`config.mk`:
```
export PLATFORM = sky130hd
export DESIGN_NAME = qr_binarizer
export DESIGN_NICKNAME = d
export VERILOG_FILES = /design/src/rtl/qr_binarizer.sv
export SDC_FILE = /design/constraint.sdc
export NUM_CORES = 1
export LEC_CHECK = 0
export BUFFER_PORTS_ARGS = -buffer_cell sky130_fd_sc_hd__buf_2
export CAP_MARGIN = 20
export CELL_PAD_IN_SITES_DETAIL_PLACEMENT = 1
export CELL_PAD_IN_SITES_GLOBAL_PLACEMENT = 2
export CORE_AREA = 2 2 172 174
export DETAILED_ROUTE_END_ITERATION = 6
export DIE_AREA = 0 0 174 176
export PLACE_DENSITY = 0.85
export SLEW_MARGIN = 20
export SYNTH_ARGS = -nofsm -noshare
export SYNTH_HDL_FRONTEND = slang
export SYNTH_SLANG_ARGS = --single-unit
```
`constraint.sdc`:
```
create_clock -name s00_axis_aclk -period 4.5 [get_ports s00_axis_aclk]
set_clock_uncertainty 0.15 [all_clocks]
set_input_delay 0.9 -clock s00_axis_aclk [delete_from_list [all_inputs] [get_ports s00_axis_aclk]]
set_output_delay 0.9 -clock s00_axis_aclk [all_outputs]
set_load 0.01 [all_outputs]
```
`src/rtl/qr_binarizer.sv`:
```
// qr_binarizer
// Three-stage AXI4-Stream pipeline that turns RGB888 video into a 1-bit
// "dark pixel" stream for QR decoding. The threshold is either a manual
// value or the mean luma of the previous complete frame plus a signed offset.
//
// Ports:
//   s00_axis_aclk, s00_axis_areset   clock, synchronous active-high reset
//   s00_axis_*                       RGB pixel input ({R,G,B} in tdata[23:0]),
//                                    tuser = start of frame, tlast = end of line
//   m00_axis_*                       binarized output, tdata[0] = 1 for dark,
//                                    tuser/tlast travel with their pixel
//   cfg_manual_en, cfg_threshold     manual threshold select and value
//   cfg_offset                       signed offset applied to the adaptive mean
//   cur_threshold                    threshold applied to the pixel now in S3
//
// Handshake: a beat transfers on a rising edge where tvalid and tready are
// both high. Once m00_axis_tvalid is high, the m00 outputs hold until
// m00_axis_tready is seen high. All stages advance on one enable,
// ce = m00_axis_tready | ~m00_axis_tvalid, which is also s00_axis_tready.
module qr_binarizer #(
    parameter int C_S00_AXIS_TDATA_WIDTH = 32,
    parameter int C_M00_AXIS_TDATA_WIDTH = 32,
    parameter int LOG2_PIXELS            = 16,
    parameter int DEFAULT_THRESHOLD      = 128
) (
    input  logic                              s00_axis_aclk,
    input  logic                              s00_axis_areset,
    input  logic                              s00_axis_tvalid,
    output logic                              s00_axis_tready,
    input  logic [C_S00_AXIS_TDATA_WIDTH-1:0] s00_axis_tdata,
    input  logic                              s00_axis_tlast,
    input  logic                              s00_axis_tuser,
    output logic                              m00_axis_tvalid,
    input  logic                              m00_axis_tready,
    output logic [C_M00_AXIS_TDATA_WIDTH-1:0] m00_axis_tdata,
    output logic                              m00_axis_tlast,
    output logic                              m00_axis_tuser,
    input  logic                              cfg_manual_en,
    input  logic [7:0]                        cfg_threshold,
    input  logic [7:0]                        cfg_offset,
    output logic [7:0]                        cur_threshold
);

    localparam logic [LOG2_PIXELS:0] CNT_FULL = {1'b1, {LOG2_PIXELS{1'b0}}};

    // Upper input bits carry no pixel information.
    logic unused_tdata_hi;
    assign unused_tdata_hi = ^s00_axis_tdata[C_S00_AXIS_TDATA_WIDTH-1:24];

    logic ce;
    assign ce              = m00_axis_tready | ~m00_axis_tvalid;
    assign s00_axis_tready = ce;

    // S1: weighted colour products
    logic        s1_valid, s1_user, s1_last;
    logic [15:0] s1_pr, s1_pg, s1_pb;

    // S2: luma
    logic        s2_valid, s2_user, s2_last;
    logic [7:0]  s2_y;
    logic [15:0] luma_sum;
    assign luma_sum = s1_pr + s1_pg + s1_pb;

    // Frame statistics
    logic [LOG2_PIXELS+7:0] acc;
    logic [LOG2_PIXELS:0]   cnt;
    logic [7:0]             adapt_thr;

    logic [7:0]        frame_mean;
    logic signed [9:0] thr_adj;
    logic [7:0]        thr_clamped;
    logic              frame_done;
    logic [7:0]        thr_next;
    logic [7:0]        thr_use;

    assign frame_mean = acc[LOG2_PIXELS+7:LOG2_PIXELS];
    assign thr_adj    = $signed({2'b00, frame_mean}) + $signed({{2{cfg_offset[7]}}, cfg_offset});

    always_comb begin
        thr_clamped = thr_adj[7:0];
        if (thr_adj < 10'sd0) begin
            thr_clamped = 8'd0;
        end else if (thr_adj > 10'sd255) begin
            thr_clamped = 8'd255;
        end
    end

    // A start-of-frame beat closing a complete frame compares against the
    // freshly computed threshold, so every pixel of a frame sees one value.
    assign frame_done = s2_valid & s2_user & (cnt == CNT_FULL);
    assign thr_next   = frame_done ? thr_clamped : adapt_thr;
    assign thr_use    = cfg_manual_en ? cfg_threshold : thr_next;

    always_ff @(posedge s00_axis_aclk) begin
        if (s00_axis_areset) begin
            s1_valid        <= 1'b0;
            s1_user         <= 1'b0;
            s1_last         <= 1'b0;
            s1_pr           <= '0;
            s1_pg           <= '0;
            s1_pb           <= '0;
            s2_valid        <= 1'b0;
            s2_user         <= 1'b0;
            s2_last         <= 1'b0;
            s2_y            <= '0;
            m00_axis_tvalid <= 1'b0;
            m00_axis_tdata  <= '0;
            m00_axis_tlast  <= 1'b0;
            m00_axis_tuser  <= 1'b0;
            cur_threshold   <= 8'(DEFAULT_THRESHOLD);
            acc             <= '0;
            cnt             <= '0;
            adapt_thr       <= 8'(DEFAULT_THRESHOLD);
        end else if (ce) begin
            s1_valid <= s00_axis_tvalid;
            s1_user  <= s00_axis_tuser;
            s1_last  <= s00_axis_tlast;
            s1_pr    <= 16'(s00_axis_tdata[23:16]) * 16'd77;
            s1_pg    <= 16'(s00_axis_tdata[15:8])  * 16'd150;
            s1_pb    <= 16'(s00_axis_tdata[7:0])   * 16'd29;

            s2_valid <= s1_valid;
            s2_user  <= s1_user;
            s2_last  <= s1_last;
            s2_y     <= luma_sum[15:8];

            m00_axis_tvalid   <= s2_valid;
            m00_axis_tlast    <= s2_last;
            m00_axis_tuser    <= s2_user;
            m00_axis_tdata    <= '0;
            m00_axis_tdata[0] <= s2_valid & (s2_y < thr_use);
            cur_threshold     <= thr_use;

            if (s2_valid) begin
                if (s2_user) begin
                    if (frame_done) begin
                        adapt_thr <= thr_clamped;
                    end
                    acc <= (LOG2_PIXELS+8)'(s2_y);
                    cnt <= (LOG2_PIXELS+1)'(1);
                end else begin
                    acc <= acc + (LOG2_PIXELS+8)'(s2_y);
                    if (cnt != CNT_FULL) begin
                        cnt <= cnt + (LOG2_PIXELS+1)'(1);
                    end
                end
            end
        end
    end

endmodule

```
==> flow_metrics.py, run 1 <==
metrics = {
    "logic_synthesis": {
        "leading_register_cell_type_out_of_synthesis": "dfxtp_1",
        "synthesis.area_mm2": 0.00941,
        "yosysMostFrequentCell": "ha_1",
        "synth_top_area_share_pct": 25.1,
        "syn_avg_cell_area_um2": 8.42,
        "synthTopCellsByArea": "dfxtp_1 (25%), ha_1 (18%), fa_1 (8.5%)",
        "post_synth_most_frequent_cells": "ha_1 (139), nand2_1 (134), dfxtp_1 (118), inv_1 (103), nor2_1 (85)",
        "synthArstFlopShare_pct": 0,
        "synth_edf_count": 0,
        "syn-instance-count": 1118,
        "postSynthRegisterBits": 118,
        "synth.yosys.seq_area_share_pct": 25.1,
        "yosys.cell_types.count": 72,
        "post-synth-top-area-cell": "dfxtp_1",
        "synth.yosys.warnings": 0,
    },
    "power_and_ir_drop": {
        "clock_power_share_pct": 30.7,
        "p_per_area_mw_per_mm2": 423,
        "totalPowerFinal_mw": 4.57,
        "net_sw_power_mw": 1.62,
        "vdd_ir_drop_max_v": 0.000294,
        "switching_share_pct": 35.5,
        "combinational_group_share_of_total_power_pct": 40.3,
        "lkg_pwr_nw": 4.97,
        "power.share.sequential_pct": 29.0,
        "power_report.internal_total_mw": 2.94,
    },
    "clocking": {
        "ctsHoldBuffers": 0,
        "cts-root-buf": "clkbuf_16",
        "cts.repair_timing.setup_buffer_count": 0,
        "cts_inserted_buffers": 17,
        "clk_pin_slew_worst_paths_ns": 0.05,
        "cts_max_path_buffers": 2,
        "clock_tree.htree_level_count": 4,
        "cts_tree": "built",
        "worstSkewPairLatency_ns": 0.42,
        "post_cts.resized_instances": 0,
        "numClockSinks": 118,
    },
    "floorplan": {
        "ios": 99,
        "die-width_um": 174,
        "core_area_mm2": 0.0285,
        "fp.dieArea_mm2": 0.0306,
        "dieHeight_um": 176,
        "core.rowCount": 62,
        "start_util_pct": 33.0,
    },
    "critical_path": {
        "setup.worst_path.class": "in -> reg",
        "critical_path_peak_fanout": 2,
        "cp.arrival_ns": 4.53,
        "worst_ep_required_time_ns": 4.71,
        "cp-start-kind": "input pin",
        "critPathCaptureType": "flop",
    },
    "global_route": {
        "vias_in_the_first_global_route": 8309,
        "grt-ovfl-total": 0,
        "grt_max_degree": 65,
        "antenna_found_initial": 0,
        "groute.usage.overall_pct": 16.4,
        "wire_length_of_the_first_global_routing_pass_um": 40800,
    },
    "placed_design": {
        "io_buffers": 59,
        "placement.setup.worst_slack_ns": -0.265,
        "global_placement_routability_congestion": 0.779,
        "place.detailed.hpwl_um": 18600,
    },
    "status": {
        "status": "finished clean",
    },
    "routing": {
        "drc_violation_count_after_routing": 0,
        "drt_wirelength_um": 24100,
        "dr.pass1.iters": 4,
        "initialDrtViolationCount": 249,
        "num_vias": 7921,
        "wl_per_cell_um": 15.2,
        "viasPerCell": 4.99,
        "antenna_left": 0,
    },
    "job": {
        "drv_cap": 0,
    },
    "timing": {
        "slew_violations": 0,
        "layout_worst_path_cycle_share_pct": 96.0,
        "tightest_slew_ns": 0.753,
        "hold_viol_final": 0,
        "finalCriticalPeriod_ns": 4.32,
        "maxClockFrequency_ghz": 0.231,
        "setup_ws_ns": 0.180,
        "grt_setup_unrepaired": "false",
        "slew_headroom_pct": 49.8,
        "setup_violations": 0,
    },
    "worst_hold_path": {
        "hold_path_class": "reg -> reg",
    },
    "final_layout": {
        "total_nets_final": 1424,
        "area_growth_pct": 14.6,
        "antenna_diode_instance_count": 0,
        "drive_above_1_share_pct": 12.1,
        "layout.filler_cells": 3462,
    },
}
==> cells in the final DEF (no fill, tap or decap), drive strengths merged, types with 5 or more instances in the layout <==
cell type,instances
o31ai,6
nand3,26
inv,103
nor4,5
conb,31
a211oi,27
a21oi,85
xnor2,34
nand2,134
dfxtp,118
nor2b,7
o211ai,7
a22oi,7
o21ai,44
ha,139
a21o,9
fa,40
o21a,11
a22o,5
buf,93
nand4,10
a31oi,13
nor3,19
and3,12
or3,10
clkbuf,22
nor2,85
xor2,22
==> metal layers <==
layer,GRT usage (%),up-vias,part of all wire [%]
met2,30.8,89,51
met1,19.3,3849,45
met5,0,-,0
met4,4.06,0,1.1
li1,-,3965,-
met3,2.80,18,2.4
==> registers in the layout (all words and copies together) (netlist names) <==
name	cells
m00_axis_tuser	1
cur_threshold	8
s1_pr	15
s1_user	1
m00_axis_tvalid	1
cnt	17
s2_y	8
acc	24
m00_axis_tdata	1
s2_last	1
s1_pg	15
m00_axis_tlast	1
s1_last	1
s2_user	1
s2_valid	1
s1_pb	13
adapt_thr	8
s1_valid	1
==> per-stage QoR <==
| stage | TNS [ns] | util (%) | hold slack, ns | std cells | instance area (um^2) |
|---|---|---|---|---|---|
| after floorplan | 0 | - | 0.282 | 1148 | 9540 |
| after global placement | -0.176 | 35.7 | 0.290 | 1555 | 10200 |
| after detailed placement | -0.265 | 35.7 | 0.301 | 1555 | 10200 |
| after CTS | 0 | 37.8 | 0.310 | 1586 | 10800 |
| after global routing | 0 | 37.8 | 0.337 | 1586 | 10800 |
| final | 0 | 37.8 | 0.303 | 1586 | 10800 |
==> power groups by stage <==
stage	Clock, mW	Sequential, mW	Combinational (mW)
after global placement	0	1.34	1.76
after detailed placement	0	1.35	1.84
final	1.40	1.32	1.84
after global routing	1.48	1.34	2.14
after CTS	1.43	1.33	1.87
after floorplan	0	1.30	1.42
==> cell type report <==
class	instances	area (um^2)	share of cell area (%)
Sequential cell	118	2360	21.9
Multi-Input combinational cell	857	6410	59.4
Timing Repair Buffer	93	551	5.10
Clock buffer	22	474	4.40
Tap cell	384	480	4.45
Clock inverter	9	125	1.16
Inverter	103	387	3.58
==> worst paths after layout <==
check | startpoint | depth (start not counted) | end | slack [ns]
setup / recovery | s00_axis_tdata[12] | 14 | s1_pg[14]$_SDFFE_PP0N_ | 0.18
setup reg to reg | acc[21]$_SDFFE_PP0P_ | 14 | m00_axis_tdata[0]$_SDFFE_PP0N_ | 0.68
hold / removal | m00_axis_tlast$_SDFFE_PP0N_ | 2 | m00_axis_tlast$_SDFFE_PP0N_ | 0.30
hold reg to reg | m00_axis_tlast$_SDFFE_PP0N_ | 2 | m00_axis_tlast$_SDFFE_PP0N_ | 0.30
==> logic make-up (layout without fill, tap and decap cells) <==
logic type | after synthesis | after routing | synth area share [%]
DFF | 118 | 118 | 25.1
and+or+nand+nor | 332 | 332 | 16.4
other | 1 | 31 | 0.0398
adders and majority gates | 179 | 179 | 27.0
muxes | 5 | 5 | 0.558
buffers and inverters | 173 | 227 | 8.27
AOI/OAI and AO/OA | 254 | 254 | 17.4
xor gates and xnor gates | 56 | 56 | 5.21
==> critical path, stage by stage <==
cell and delay [ns]:
buf_2 0.10, ha_1 0.29, ha_1 0.27, inv_1 0.04, fa_1 0.49, fa_1 0.53, inv_1 0.07, ha_4 0.23
a211o_1 0.28, o31a_1 0.34, a31oi_2 0.21, o21ai_1 0.10, or4b_2 0.61, nand3_1 0.08
Note: power is estimated with default switching activity, not from simulation.
==> run 2: changes to the inputs <==
--- a/config.mk
+++ b/config.mk
@@ -9,9 +9,10 @@
 export CAP_MARGIN = 20
 export CELL_PAD_IN_SITES_DETAIL_PLACEMENT = 1
 export CELL_PAD_IN_SITES_GLOBAL_PLACEMENT = 2
-export CORE_AREA = 2 2 172 174
+export CORE_AREA = 5 5 175 177
 export DETAILED_ROUTE_END_ITERATION = 6
-export DIE_AREA = 0 0 174 176
+export DIE_AREA = 0 0 180 182
+export GPL_ROUTABILITY_DRIVEN = 1
 export PLACE_DENSITY = 0.85
 export SLEW_MARGIN = 20
 export SYNTH_ARGS = -nofsm -noshare
==> run 2 against run 1 <==
  * Clock power hardly changed
  * Global-route usage is 1.6 points lower
  * Non-clock buffer count is 1 lower
  * Count of clock-buffer cells in the layout decreased by 2
  * Critical path type unchanged
  * Highest routed layer unchanged
==> flow_metrics.py, run 2 (synthesis gave the netlist of run 1 again) <==
metrics = {
    "global_route": {
        "groute.usage.overall_pct": 14.8,
        "globalRouteMet2Util_pct": 27.1,
        "antenna_found_initial": 0,
        "met1_use_gr_pct": 17.7,
        "vias_in_the_first_global_route": 8465,
        "grt_most_used_layer": "met2",
        "grt_max_degree": 65,
        "global_route.usage.met3_pct": 2.92,
        "grt-ovfl-total": 0,
        "wire_length_of_the_first_global_routing_pass_um": 40600,
    },
    "final_layout": {
        "antenna_diode_instance_count": 0,
        "drive_above_1_share_pct": 12.2,
        "final_cell_mix": "ha_1 (138), nand2_1 (134), dfxtp_1 (118)",
        "max_flop_register": "acc",
        "finish.cell_count_without_fillers": 1592,
        "total_nets_final": 1423,
        "area_growth_pct": 15.1,
        "final_common_cell": "ha_1",
        "reg.largest.list": "acc (24), cnt (17)",
        "largest_register_ff_count": 24,
    },
    "power_and_ir_drop": {
        "lkg_pwr_nw": 4.98,
        "totalPowerFinal_mw": 4.54,
        "vdd_ir_drop_max_v": 0.000270,
        "p_per_area_mw_per_mm2": 420,
    },
    "clocking": {
        "ctsHoldBuffers": 0,
        "cts_inserted_buffers": 17,
        "clock_tree.htree_level_count": 4,
        "clk_pin_slew_worst_paths_ns": 0.06,
        "cts_tree": "built",
        "post_cts.resized_instances": 0,
        "cts_max_path_buffers": 2,
        "cts.repair_timing.setup_buffer_count": 0,
        "worstSkewPairLatency_ns": 0.42,
        "cts-root-buf": "clkbuf_16",
        "numClockSinks": 118,
    },
    "critical_path": {
        "critPathCaptureType": "flop",
        "cp_num_cells": 14,
        "rr_startpoint": "acc[16]$_SDFFE_PP0P_",
        "critical-path-top-delay-family": "adder cells",
        "critPathMaxStageDelay_ns": 0.62,
        "cpMaxStageDelayCell": "or4b_2",
        "cp.arrival_ns": 4.51,
        "critical_path_buf_inv_count": 3,
        "setup.worst_path.class": "in -> reg",
        "critical_path_peak_fanout": 2,
        "rr_endpoint": "m00_axis_tdata[0]$_SDFFE_PP0N_",
        "cp-start-kind": "input pin",
        "r2r_cells": 15,
        "worst_ep_required_time_ns": 4.71,
        "cp_cell_sequence": "buf_2 > ha_1 > ha_1 > inv_1 > fa_1 > fa_1 > inv_1 > ha_4 > a211o_1 > o31a_1 > a31oi_2 > o21ai_1 > or4b_2 > nand3_1",
        "internal_reg_to_reg_setup_slack_ns": 0.64,
    },
    "floorplan": {
        "core.rowCount": 63,
        "die-width_um": 180,
        "fp.dieArea_mm2": 0.0328,
        "start_util_pct": 32.4,
        "ios": 99,
        "dieHeight_um": 182,
        "core_area_mm2": 0.0291,
    },
    "routing": {
        "drt_wirelength_um": 23700,
        "initialDrtViolationCount": 221,
        "num_vias": 7995,
        "dr.pass1.iters": 4,
        "wl_per_cell_um": 14.9,
        "viasPerCell": 5.02,
        "drc_violation_count_after_routing": 0,
        "antenna_left": 0,
    },
    "placed_design": {
        "io_buffers": 59,
        "placement.setup.worst_slack_ns": -0.240,
        "place_inst": 1560,
        "global_placement_routability_congestion": 0.832,
        "place.detailed.hpwl_um": 18500,
    },
    "status": {
        "status": "finished clean",
    },
    "timing": {
        "slew_headroom_pct": 51.3,
        "setup_violations": 0,
        "slew_violations": 0,
        "final.setup.tns_ns": 0,
        "setup_ws_ns": 0.205,
        "tightest_slew_ns": 0.726,
        "finalCriticalPeriod_ns": 4.29,
        "grt_setup_unrepaired": "false",
        "layout_worst_path_cycle_share_pct": 95.4,
        "maxClockFrequency_ghz": 0.233,
        "hold_viol_final": 0,
        "hold_slack_ns": 0.304,
    },
    "job": {
        "drv_cap": 0,
    },
    "worst_hold_path": {
        "hold_path_class": "reg -> reg",
        "hold_path_startpoint": "s1_valid$_SDFFE_PP0N_",
        "worst_hold_path.endpoint": "s1_valid$_SDFFE_PP0N_",
        "worstHoldPathCells": 2,
    },
}
==> run 2: changes by cell type in the layout (fill, tap and decap cells not counted) <==
cell        previous run  this run
clkinv_4               0         1
buf_12                 0         2
buf_4                 34        31
clkinvlp_4             2         5
clkinv_2               4         3
clkbuf_1               2         0
==> run 2: how the worst max path moves through the flow <==
| stage | start | endpoint | slack, ns |
|---|---|---|---|
| floorplan | s00_axis_tdata[12] | s1_pg[14]$_SDFFE_PP0N_ | 0.008 |
| global placement | s00_axis_tdata[12] | s1_pg[14]$_SDFFE_PP0N_ | -0.18 |
| detailed placement | s00_axis_tdata[12] | s1_pg[14]$_SDFFE_PP0N_ | -0.24 |
| CTS | s00_axis_tdata[12] | s1_pg[14]$_SDFFE_PP0N_ | 0.20 |
| global route | s00_axis_tdata[12] | s1_pg[14]$_SDFFE_PP0N_ | 0.1 |
| finish | s00_axis_tdata[12] | s1_pg[14]$_SDFFE_PP0N_ | 0.21 |
==> run 2: layout make-up <==
class | count | area, um^2
fill | 3507 | 18300
multi-input combinational | 857 | 6410
sequential | 118 | 2360
timing repair buffer | 92 | 568
tap | 390 | 488
clock buffer | 20 | 467
inverter | 103 | 387
clock inverter | 12 | 151
==> run 2: where the power goes <==
group | total (mW) | switching [mW] | internal (mW)
Combinational | 1.81 | 0.965 | 0.842
Sequential | 1.32 | 0.132 | 1.19
Clock | 1.41 | 0.503 | 0.911
==> run 2: worst min-delay path: stages (launching register included) <==
cell	delay [ns]
dfxtp_1	0.31
nand2_1	0.05
a21oi_1	0.05
==> run 2: metal layers <==
metal	up-vias	share of wire (%)
met5	-	0
met4	0	1.1
met3	20	2.6
met2	86	51
met1	3917	45
li1	3972	-
==> run 2: stage by stage <==
stage,instance area (um^2),utilization [%]
after CTS,10800,37.2
final,10800,37.2
after global placement,10200,35.1
after detailed placement,10200,35.1
after global routing,10800,37.2
after floorplan,9540,-
==> run 3: changes to the inputs <==
--- a/config.mk
+++ b/config.mk
@@ -8,10 +8,10 @@
 export BUFFER_PORTS_ARGS = -buffer_cell sky130_fd_sc_hd__buf_2
 export CAP_MARGIN = 20
 export CELL_PAD_IN_SITES_DETAIL_PLACEMENT = 1
-export CELL_PAD_IN_SITES_GLOBAL_PLACEMENT = 2
-export CORE_AREA = 5 5 175 177
+export CELL_PAD_IN_SITES_GLOBAL_PLACEMENT = 1
+export CORE_AREA = 5 5 158 160
 export DETAILED_ROUTE_END_ITERATION = 6
-export DIE_AREA = 0 0 180 182
+export DIE_AREA = 0 0 163 165
 export GPL_ROUTABILITY_DRIVEN = 1
 export PLACE_DENSITY = 0.85
 export SLEW_MARGIN = 20
==> run 3 against run 2 <==
  * Global-route usage up 4.2 points
  * Combinational power up 4%
  * Worst setup slack worse by 0.017 ns
  * Register-to-register slack better by 0.07 ns
  * Non-clock buffer count down 5
  * Critical endpoint unchanged
  * Core utilization up 8.4 points
  * Largest power group unchanged
  * Count of clock-buffer cells in the layout down 2
  * Die area down 18%
  * Clock power down 11%
  * Sequential cell count unchanged
==> flow_metrics.py, run 3 (synthesis gave the netlist of run 1 again) <==
metrics = {
    "power_and_ir_drop": {
        "vdd_ir_drop_max_v": 0.000235,
        "totalPowerFinal_mw": 4.46,
        "power.share.sequential_pct": 29.7,
        "p_per_area_mw_per_mm2": 420,
        "switching_share_pct": 38.4,
        "clock_power_share_pct": 28.2,
        "combinational_group_share_of_total_power_pct": 42.1,
        "power_report.internal_total_mw": 2.75,
        "lkg_pwr_nw": 4.91,
        "net_sw_power_mw": 1.71,
    },
    "clocking": {
        "ctsHoldBuffers": 0,
        "worstSkewPairLatency_ns": 0.43,
        "post_cts.resized_instances": 0,
        "cts_tree": "built",
        "cts_inserted_buffers": 17,
        "clock_tree.htree_level_count": 4,
        "cts_max_path_buffers": 2,
        "clk_pin_slew_worst_paths_ns": 0.06,
        "numClockSinks": 118,
        "cts.repair_timing.setup_buffer_count": 0,
        "cts-root-buf": "clkbuf_16",
    },
    "critical_path": {
        "critical_path.startpoint": "s00_axis_tdata[12]",
        "critPathCaptureType": "flop",
        "critical_path_peak_fanout": 2,
        "cp_cell_sequence": "buf_2 > ha_1 > ha_1 > inv_1 > fa_1 > fa_1 > inv_1 > ha_4 > a211o_1 > o31a_1 > a31oi_2 > o21ai_1 > or4b_2 > nand3_1",
        "cp.arrival_ns": 4.53,
        "rr_startpoint": "acc[16]$_SDFFE_PP0P_",
        "cp-start-kind": "input pin",
        "worst_ep_required_time_ns": 4.72,
        "cpMaxStageDelayCell": "or4b_2",
        "setup.worst_path.class": "in -> reg",
        "critPathMaxStageDelay_ns": 0.61,
    },
    "global_route": {
        "met1_use_gr_pct": 21.5,
        "wire_length_of_the_first_global_routing_pass_um": 41700,
        "grt_max_degree": 65,
        "antenna_found_initial": 0,
        "grt-ovfl-total": 0,
        "global_route.usage.met3_pct": 3.32,
        "globalRouteMet2Util_pct": 36.5,
        "grt_most_used_layer": "met2",
        "groute.usage.overall_pct": 19.0,
        "vias_in_the_first_global_route": 8817,
    },
    "final_layout": {
        "final_common_cell": "ha_1",
        "max_flop_register": "acc",
        "utilization_pct": 45.6,
        "total_nets_final": 1418,
        "largest_register_ff_count": 24,
        "antenna_diode_instance_count": 0,
        "area_growth_pct": 12.8,
        "drive_above_1_share_pct": 11.9,
        "finish.cell_count_without_fillers": 1516,
        "reg.largest.list": "acc (24), cnt (17)",
        "finish.instance_area_mm2": 0.0106,
        "final_cell_mix": "ha_1 (138), nand2_1 (134), dfxtp_1 (118)",
    },
    "timing": {
        "layout_worst_path_cycle_share_pct": 95.8,
        "hold_slack_ns": 0.302,
        "maxClockFrequency_ghz": 0.232,
        "tightest_slew_ns": 0.812,
        "setup_ws_ns": 0.188,
        "finalCriticalPeriod_ns": 4.31,
        "grt_setup_unrepaired": "false",
        "hold_viol_final": 0,
        "setup_violations": 0,
        "slew_headroom_pct": 45.7,
        "slew_violations": 0,
        "final.setup.tns_ns": 0,
    },
    "floorplan": {
        "core_area_mm2": 0.0233,
        "start_util_pct": 40.5,
        "dieHeight_um": 165,
        "fp.dieArea_mm2": 0.0269,
        "ios": 99,
        "core.rowCount": 56,
        "die-width_um": 163,
    },
    "routing": {
        "drt_wirelength_um": 24900,
        "viasPerCell": 5.32,
        "num_vias": 8060,
        "antenna_left": 0,
        "dr.pass1.iters": 4,
        "initialDrtViolationCount": 447,
        "wl_per_cell_um": 16.4,
        "drc_violation_count_after_routing": 0,
    },
    "placed_design": {
        "postPlaceCellArea_mm2": 0.0101,
        "global_placement_routability_congestion": 0.827,
        "place_inst": 1484,
        "place.detailed.hpwl_um": 18700,
        "placement.setup.worst_slack_ns": -0.261,
        "io_buffers": 59,
    },
    "worst_hold_path": {
        "hold_path_class": "reg -> reg",
        "hold_path_startpoint": "s1_last$_SDFFE_PP0N_",
    },
    "status": {
        "status": "finished clean",
    },
    "job": {
        "drv_cap": 0,
    },
}
## run 3: path summary, 6_finish.rpt
kind / end / cells after the start / slack [ns]
max: s1_pg[14]$_SDFFE_PP0N_ / 14 / 0.19
min: s1_last$_SDFFE_PP0N_ / 2 / 0.30
max reg2reg: m00_axis_tdata[0]$_SDFFE_PP0N_ / 15 / 0.71
min reg2reg: s1_last$_SDFFE_PP0N_ / 2 / 0.30
## run 3: power by group through the flow
stage | Combinational [mW] | Clock, mW | Sequential, mW
final | 1.88 | 1.26 | 1.33
after detailed placement | 1.83 | 0 | 1.35
after floorplan | 1.42 | 0 | 1.30
after global routing | 2.13 | 1.33 | 1.34
after CTS | 1.90 | 1.28 | 1.33
after global placement | 1.72 | 0 | 1.34
## run 3: metal layers
layer  wire, um  share of wire (%)
met5          0                  0
met2      13300                 53
met1      10400                 42
met4        399                1.6
met3        761                3.1
## run 3: cell type report
class	instances	area (um^2)
clock buffers	18	439
clock inverters	14	104
fillers	2863	12600
inverters	103	387
multi-input cells	857	6410
flip-flops and latches	118	2360
well taps	319	399
repair buffers	87	518
## run 3: critical path: cells and delay by family
| kind | cells | cell delay (ns) |
|---|---|---|
| and+or+nand+nor | 2 | 0.70 |
| AOI/OAI and AO/OA | 4 | 0.90 |
| adders and majority gates | 5 | 1.80 |
| buffers and inverters | 3 | 0.22 |
